## src/rtl/mac_seq.sv

```systemverilog
// Sequential FIR multiply-accumulate engine: one tap product per cycle, then round/scale.
// Build option MAC_SAT_EN clamps the scaled result instead of wrapping it.
module mac_seq #(
    parameter int DATA_WIDTH = 16,
    parameter int COEF_WIDTH = 16,
    parameter int NUM_TAPS   = 8,
    parameter int Q_FORMAT   = COEF_WIDTH / 2,
    parameter int OUT_WIDTH  = DATA_WIDTH
) (
    input  logic                           clk,
    input  logic                           rst,
    input  logic signed [DATA_WIDTH-1:0]   sampleIn,
    input  logic                           sampleValid,
    output logic                           sampleReady,
    input  logic                           coefWrEn,
    input  logic [$clog2(NUM_TAPS)-1:0]    coefAddr,
    input  logic signed [COEF_WIDTH-1:0]   coefData,
    output logic signed [OUT_WIDTH-1:0]    resultOut,
    output logic                           resultValid,
    input  logic                           resultReady,
    output logic                           busy
);

    localparam int IDX_W     = $clog2(NUM_TAPS);
    localparam int ACC_WIDTH = DATA_WIDTH + COEF_WIDTH + IDX_W;
    localparam int RW        = ACC_WIDTH + 1;
    localparam logic [RW-1:0] RND =
        (Q_FORMAT > 0) ? (RW'(1) << (Q_FORMAT - 1)) : '0;

    typedef enum logic [1:0] {
        S_IDLE,
        S_ACCUM,
        S_ROUND,
        S_OUTPUT
    } state_t;

    state_t                        r_state;
    state_t                        w_next;
    logic                          w_ready;
    logic                          w_busy;
    logic                          w_accept;
    logic                          w_last;
    logic                          w_addr_ok;

    logic signed [DATA_WIDTH-1:0]  r_taps [NUM_TAPS];
    logic signed [COEF_WIDTH-1:0]  r_coef [NUM_TAPS];
    logic signed [ACC_WIDTH-1:0]   r_acc;
    logic [IDX_W-1:0]              r_idx;
    logic signed [OUT_WIDTH-1:0]   r_result;

    logic signed [DATA_WIDTH-1:0]  w_tap;
    logic signed [COEF_WIDTH-1:0]  w_coef;
    logic signed [ACC_WIDTH-1:0]   w_tap_ext;
    logic signed [ACC_WIDTH-1:0]   w_coef_ext;
    logic signed [ACC_WIDTH-1:0]   w_prod;
    logic signed [RW-1:0]          w_acc_ext;
    logic signed [RW-1:0]          w_rnd;
    logic signed [OUT_WIDTH-1:0]   w_res;

    assign w_accept  = w_ready & sampleValid;
    assign w_last    = (r_idx == IDX_W'(NUM_TAPS - 1));
    assign w_addr_ok = ({1'b0, coefAddr} < (IDX_W + 1)'(NUM_TAPS));

    always_ff @(posedge clk) begin
        if (rst) begin
            r_state <= S_IDLE;
        end else begin
            r_state <= w_next;
        end
    end

    always_comb begin
        w_next  = r_state;
        w_ready = 1'b0;
        w_busy  = 1'b1;
        unique case (r_state)
            S_IDLE: begin
                w_busy  = 1'b0;
                w_ready = ~rst;
                if (w_ready && sampleValid) begin
                    w_next = S_ACCUM;
                end
            end
            S_ACCUM: begin
                if (w_last) begin
                    w_next = S_ROUND;
                end
            end
            S_ROUND: begin
                w_next = S_OUTPUT;
            end
            S_OUTPUT: begin
                if (resultReady) begin
                    w_next = S_IDLE;
                end
            end
            default: begin
                w_next = S_IDLE;
            end
        endcase
    end

    // Both operands are sign-extended to full accumulator width before the multiply.
    assign w_tap      = r_taps[r_idx];
    assign w_coef     = r_coef[r_idx];
    assign w_tap_ext  = {{(ACC_WIDTH - DATA_WIDTH){w_tap[DATA_WIDTH-1]}}, w_tap};
    assign w_coef_ext = {{(ACC_WIDTH - COEF_WIDTH){w_coef[COEF_WIDTH-1]}}, w_coef};
    assign w_prod     = w_tap_ext * w_coef_ext;

    assign w_acc_ext  = {r_acc[ACC_WIDTH-1], r_acc};
    assign w_rnd      = w_acc_ext + RND;

`ifdef MAC_SAT_EN
    localparam logic signed [RW-1:0] SAT_MAX =
        {{(RW - OUT_WIDTH + 1){1'b0}}, {(OUT_WIDTH - 1){1'b1}}};
    localparam logic signed [RW-1:0] SAT_MIN =
        {{(RW - OUT_WIDTH + 1){1'b1}}, {(OUT_WIDTH - 1){1'b0}}};

    logic signed [RW-1:0] w_shf;

    assign w_shf = w_rnd >>> Q_FORMAT;

    always_comb begin
        w_res = w_shf[OUT_WIDTH-1:0];
        if (w_shf > SAT_MAX) begin
            w_res = SAT_MAX[OUT_WIDTH-1:0];
        end else if (w_shf < SAT_MIN) begin
            w_res = SAT_MIN[OUT_WIDTH-1:0];
        end
    end
`else
    assign w_res = OUT_WIDTH'(w_rnd >>> Q_FORMAT);
`endif

    always_ff @(posedge clk) begin
        if (rst) begin
            r_acc    <= '0;
            r_idx    <= '0;
            r_result <= '0;
            for (int k = 0; k < NUM_TAPS; k++) begin
                r_taps[k] <= '0;
                r_coef[k] <= '0;
            end
        end else begin
            if (r_state == S_IDLE && coefWrEn && w_addr_ok) begin
                r_coef[coefAddr] <= coefData;
            end
            if (w_accept) begin
                r_taps[0] <= sampleIn;
                for (int k = 1; k < NUM_TAPS; k++) begin
                    r_taps[k] <= r_taps[k-1];
                end
                r_acc <= '0;
                r_idx <= '0;
            end
            if (r_state == S_ACCUM) begin
                r_acc <= r_acc + w_prod;
                r_idx <= w_last ? '0 : r_idx + IDX_W'(1);
            end
            if (r_state == S_ROUND) begin
                r_result <= w_res;
            end
        end
    end

    assign sampleReady = w_ready;
    assign busy        = w_busy;
    assign resultValid = (r_state == S_OUTPUT);
    assign resultOut   = r_result;

endmodule

```

## config.mk

```make
export PLATFORM = sky130hd
export DESIGN_NAME = mac_seq
export DESIGN_NICKNAME = d
export VERILOG_FILES = /design/src/rtl/mac_seq.sv
export SDC_FILE = /design/constraint.sdc
export NUM_CORES = 1
export LEC_CHECK = 0
export ABC_CLOCK_PERIOD_IN_PS = 9120
export CAP_MARGIN = 20
export CELL_PAD_IN_SITES_DETAIL_PLACEMENT = 1
export CELL_PAD_IN_SITES_GLOBAL_PLACEMENT = 2
export CORE_MARGIN = 5
export CORE_UTILIZATION = 44
export CTS_CLUSTER_DIAMETER = 30
export DETAILED_ROUTE_END_ITERATION = 8
export GPL_TIMING_DRIVEN = 0
export PLACE_DENSITY = 0.81
export REMOVE_ABC_BUFFERS = 1
export SYNTH_ARGS = -nofsm -noshare
export SYNTH_HDL_FRONTEND = slang
export SYNTH_SLANG_ARGS = --single-unit
```

## constraint.sdc

```tcl
create_clock -name clk -period 9.12 [get_ports clk]
set_input_delay 0.912 -clock clk [delete_from_list [all_inputs] [get_ports clk]]
set_output_delay 0.912 -clock clk [all_outputs]
set_load 0.1 [all_outputs]
```

# --- After elaboration in Yosys (flattened, before gate mapping) ---
# Memories as Yosys holds them, arrays and structs flattened. A register that Yosys moved wholly into a read port is not among the register bits.
# Cells that the tools add are included.
word_totals:
  out_inout_bits: 19
  elab_cells: 67
  mem_bits_rw: 256
  n_memories: 2
  regBits: 56
  input_bits: 40
op_classes:
  bitwise_logic: 10
  add_sub_neg: 3
  n_mux: 34
  eq_ne: 7
  multipliers: 1
  reduce_logical: 6
memory_table:
  columns: ["memory", "depth", "width", "read_ports", "rd_ports_with_merged_regs", "wr", "line_no", "text"]
  rows:
  - ["r_coef", 8, 16, 1, 1, 8, "46", "logic signed [COEF_WIDTH-1:0] r_coef [NUM_TAPS];"]
  - ["r_taps", 8, 16, 8, 1, 8, "45", "logic signed [DATA_WIDTH-1:0] r_taps [NUM_TAPS];"]
ops:
  columns: ["operator", "count"]
  rows:
  - ["16-bit 2-to-1 mux", 9]
  - ["35-bit 2-to-1 mux", 2]
  - ["35-bit by 32-bit adder with 35-bit output", 1]
  - ["16-bit by 16-bit multiplier with 32-bit output", 1]
  - ["24-bit by 9-bit adder with 24-bit output, second input constant", 1]
  - ["3-bit 2-to-1 mux", 8]
  - ["16-bit OR reduction", 1]
  - ["1-bit 2-to-1 mux", 11]
  - ["1-bit bitwise OR", 8]
  - ["2-bit case mux with 4 select lines", 1]
  - ["2-bit 2-to-1 mux", 3]
  - ["2-bit == test, second input constant", 2]
  - ["2-bit != test, second input constant", 2]
  - ["3-bit by 1-bit adder with 3-bit output, second input constant", 1]
  - ["3-bit == test, second input constant", 1]
  - ["3-bit AND reduction", 1]
  - ["2-bit by 1-bit == test with 1-bit output, second input constant", 1]
  - ["1-bit logical AND", 2]
  - ["2-bit zero test", 1]
  - ["2-bit by 1-bit != test with 1-bit output, second input constant", 1]
  - ["2-bit nonzero test", 1]
  - ["1-bit bitwise AND", 1]
  - ["1-bit inverter", 1]

# --- Logic depth before layout (Yosys ltp) ---
# Gate-level depths: netlist (run 1).
logic_depth:
  ltp_word: 7
  mapped_depth: 32
  mapped_depth_nobuf: 26

# --- Worst setup path before layout (run 1) ---
# OpenSTA, ideal clock, no wires.
synth_timing:
  kind: "reg-to-reg"
  from: "register (tool-made name)"
  to: "register r_acc[17]"
  setup_time_ps: 128
  period_less_slack_ps: 7703
  path_buffers: 7
  stages_incl_launch_ff: 31
  required_ps: 8992
  arrival_time_ps: 7575
  setup_slack_ps: 1417
  cell_sequence: "dfxtp_1 buf_6 buf_12 buf_12 buf_12 buf_2 buf_2 mux4_2 mux2i_1 buf_4 nor2_1 fa_1 inv_1 fa_1 fa_1 fa_1 inv_1 fa_1 inv_1 fa_1 inv_1 ha_1 and2_1 and4_1 a21oi_1 a21boi_0 o21a_1 o21a_1 or3_1 a31oi_1 nor2_1"
synth_rtl:
  columns: ["item", "line_no", "text"]
  rows:
  - ["end signal: assignment", "157", "r_acc <= r_acc + w_prod;"]
  - ["end: declaration", "47", "logic signed [ACC_WIDTH-1:0] r_acc;"]

==> results of run 1 <==
[critical path, stage by stage (launching register included)]
cell and delay [ps]:
dfxtp_4 870, nor2_1 510, a221oi_1 1220, nand2_1 190, fa_1 590, fa_1 580
fa_1 450, fa_1 540, inv_1 50, fa_1 470, inv_1 50, fa_1 480
inv_1 40, ha_1 360, and2_1 200, and4_1 200, a21oi_1 420, a31oi_1 260
a31oi_1 420, o21ai_0 190, xnor2_1 170, a21oi_1 150, nor2_1 50
[logic make-up after synthesis]
kind of cell | synth area share
multiplexers | 0.0826
buffers and inverters | 0.0730
AO/OA/AOI/OAI | 0.0365
AND/OR/NAND/NOR | 0.151
flip-flops | 0.393
XOR/XNOR | 0.0234
adder cells (fa/ha/maj) | 0.241
[routing by layer]
metal  up-vias  global-route usage  wire, um
li1       6509                   -         -
met1      7635               0.295     25400
met2       319               0.375     29100
met3        90              0.0402      2680
met4         0              0.0653      1460
met5         -                   0         0
[cell type report]
type | count | area, sq um | area share
clock inverters | 59 | 888 | 0.0337
well taps | 672 | 841 | 0.0319
repair buffers | 83 | 940 | 0.0357
inverters | 307 | 1150 | 0.0437
flip-flops and latches | 304 | 8660 | 0.328
clock buffers | 92 | 2090 | 0.0793
multi-input cells | 1219 | 11800 | 0.447
[how the worst min path moves through the flow]
stage	from	end	slack [ps]	cells after the start
2_1_floorplan	r_acc[12]	resultOut[4]	490	2
3_3_place_gp	resultOut[0]	resultOut[0]	470	2
3_5_place_dp	resultOut[11]	resultOut[11]	480	2
4_1_cts	resultOut[11]	resultOut[11]	490	2
5_1_grt	resultOut[3]	resultOut[3]	510	2
6_report	resultOut[9]	resultOut[9]	480	2
[flip-flops by register name, summed over array words and instances (netlist names), named ones only]
register,count
resultOut,16
r_state,2
r_acc,24
r_coef,128
r_idx,3
r_taps,128
[metrics by stage]
step	setup slack, ps	hold WS, ps	setup TNS [ps]	utilization	cells
final	453	483	0	0.530	2736
after detailed placement	592	480	0	0.469	2584
after global placement	-3940	473	-1356000	0.462	2560
after global routing	52.2	506	0	0.530	2736
after CTS	526	486	0	0.529	2735
after floorplan	-411	493	-1390	-	1830
[cell usage in the layout, fill, tap and decap left out, drive strengths merged, types with 11 or more instances in the layout]
cell and count:
a211oi 16, nand2 109, and2 139, or2 11
a21oi 36, buf 27, dfxtp 48, a21o 13
clkbuf 92, mux4 48, and3 98, inv 309
mux2 25, nor3b 27, xnor2 31, bufinv 18
ha 89, clkdlybuf4s50 56, mux2i 40, edfxtp 256
fa 209, nand2b 19, clkinv 32, nor2 176
xor2 21, nor2b 36
==> summary.md, run 1 <==
| Metric | Value |
|---|---|
| Layout area overhead | `19.8%` |
| Vias | `14553` |
| DR iter-0 viols | `869` |
| Worst r2r dst | `r_acc[23]` |
| H-tree depth | `3` |
| Synth area leaders | `edfxtp_1 (35%), fa_1 (19%), inv_1 (5.2%)` |
| DRT antenna net count | `0` |
| Arrival @ worst endpoint | `9180 ps` |
| Worst Hold Class | `flop to flop` |
| Worst-skew pair later-pin latency | `640 ps` |
| Core area | `0.0498 sq mm` |
| Post-synth EDFFs | `256` |
| Status | `completed` |
| Critical Path RT | `9630 ps` |
| Final Cell Area | `0.0264 sq mm` |
| Register area share after synthesis | `0.393` |
| Post-cts resize count | `0` |
| Worst-path clk slew | `40 ps` |
| Critical Path End Type | `flop` |
| Hold-fix buffers at CTS | `0` |
| Fin crit share | `0.950` |
| FF+latch count, synth | `304` |
| Fillers | `5124` |
| TritonCTS clock tree | `built` |
| DR pass1 iterations | `4` |
| CP Max Fanout | `52` |
| R2r setup slk | `450 ps` |
| CP startpoint kind | `flop` |
| Clock tree buffer depth | `3` |
| Slew margin rel. | `0.104` |
| Ant. Diodes | `0` |
| Area leader, netlist | `edfxtp_1` |
| Mapped Cells | `1916` |
| Share of cells above drive strength 1 | `0.124` |
| Setup Viol. Count Final | `0` |
| Synth top area share | `0.349` |
| Largest net degree at the start of global routing | `99` |
| Postcts setup bufs | `0` |
| CP Class | `flop to flop` |
| Synth top cells by count | `inv_1 (306), edfxtp_1 (256), fa_1 (209)` |
| Drt via density | `5.32` |
| Num CTS Buffers | `82` |
| Max-slew violation count | `0` |
| FMAX | `115 MHz` |
| R2R depth | `22` |
| Final min period | `8670 ps` |
| DP HPWL | `40.3 mm` |
| TritonCTS sink count | `304` |
| Worst-Margin Slew | `1340 ps` |
| Rows | `82` |
| Synthesis warning total | `0` |
| Total grt overflow | `0` |
| RSZ-0062 raised after global routing | `false` |
| DRC Markers | `0` |
| Die Ht | `234 um` |
| DIE WIDTH | `234 um` |
| WL per Instance | `21.4 um` |
| Synth Cell Area | `0.0220 sq mm` |
| Final clock skew | `47.3 ps` |
| Total Routing Usage GR | `0.222` |
| Average size of a mapped cell | `11.5 sq um` |
| Maxcap violations | `0` |
| Synth async-reset ratio | `0` |
| Vias in the first global route | `16362` |
| IO Count | `59` |
| Distinct cells, synth | `65` |
| First-pass GRT wire length | `93.4 mm` |
| Area after DPL | `0.0233 sq mm` |
| Initial Util | `0.442` |
| Ys flop type | `edfxtp_1` |
| Final GP Congestion | `0.819` |
| Final wirelength | `58.6 mm` |
| Top-count cell post-synth | `inv_1` |
| Nets@finish | `2335` |
| Root Buffer | `clkbuf_16` |
| Fin. Hold Viols | `0` |
| # port buffers | `58` |
| Critical Path End | `r_acc[23]` |
| Antenna violations before repair | `0` |
| Die area | `0.0546 sq mm` |
Power of run 1 is left out: the tool's default activity adds up to more than one toggle a clock period on the data nets, which glitch-free logic cannot reach.
==> run 2, diff against run 1 <==
Settings changed: GPL_ROUTABILITY_DRIVEN set to 0.
==> results of run 2 <==
No change in the layout: final DEF, timing and power equal those of run 1.
Power of run 2 is left out for the same reason.
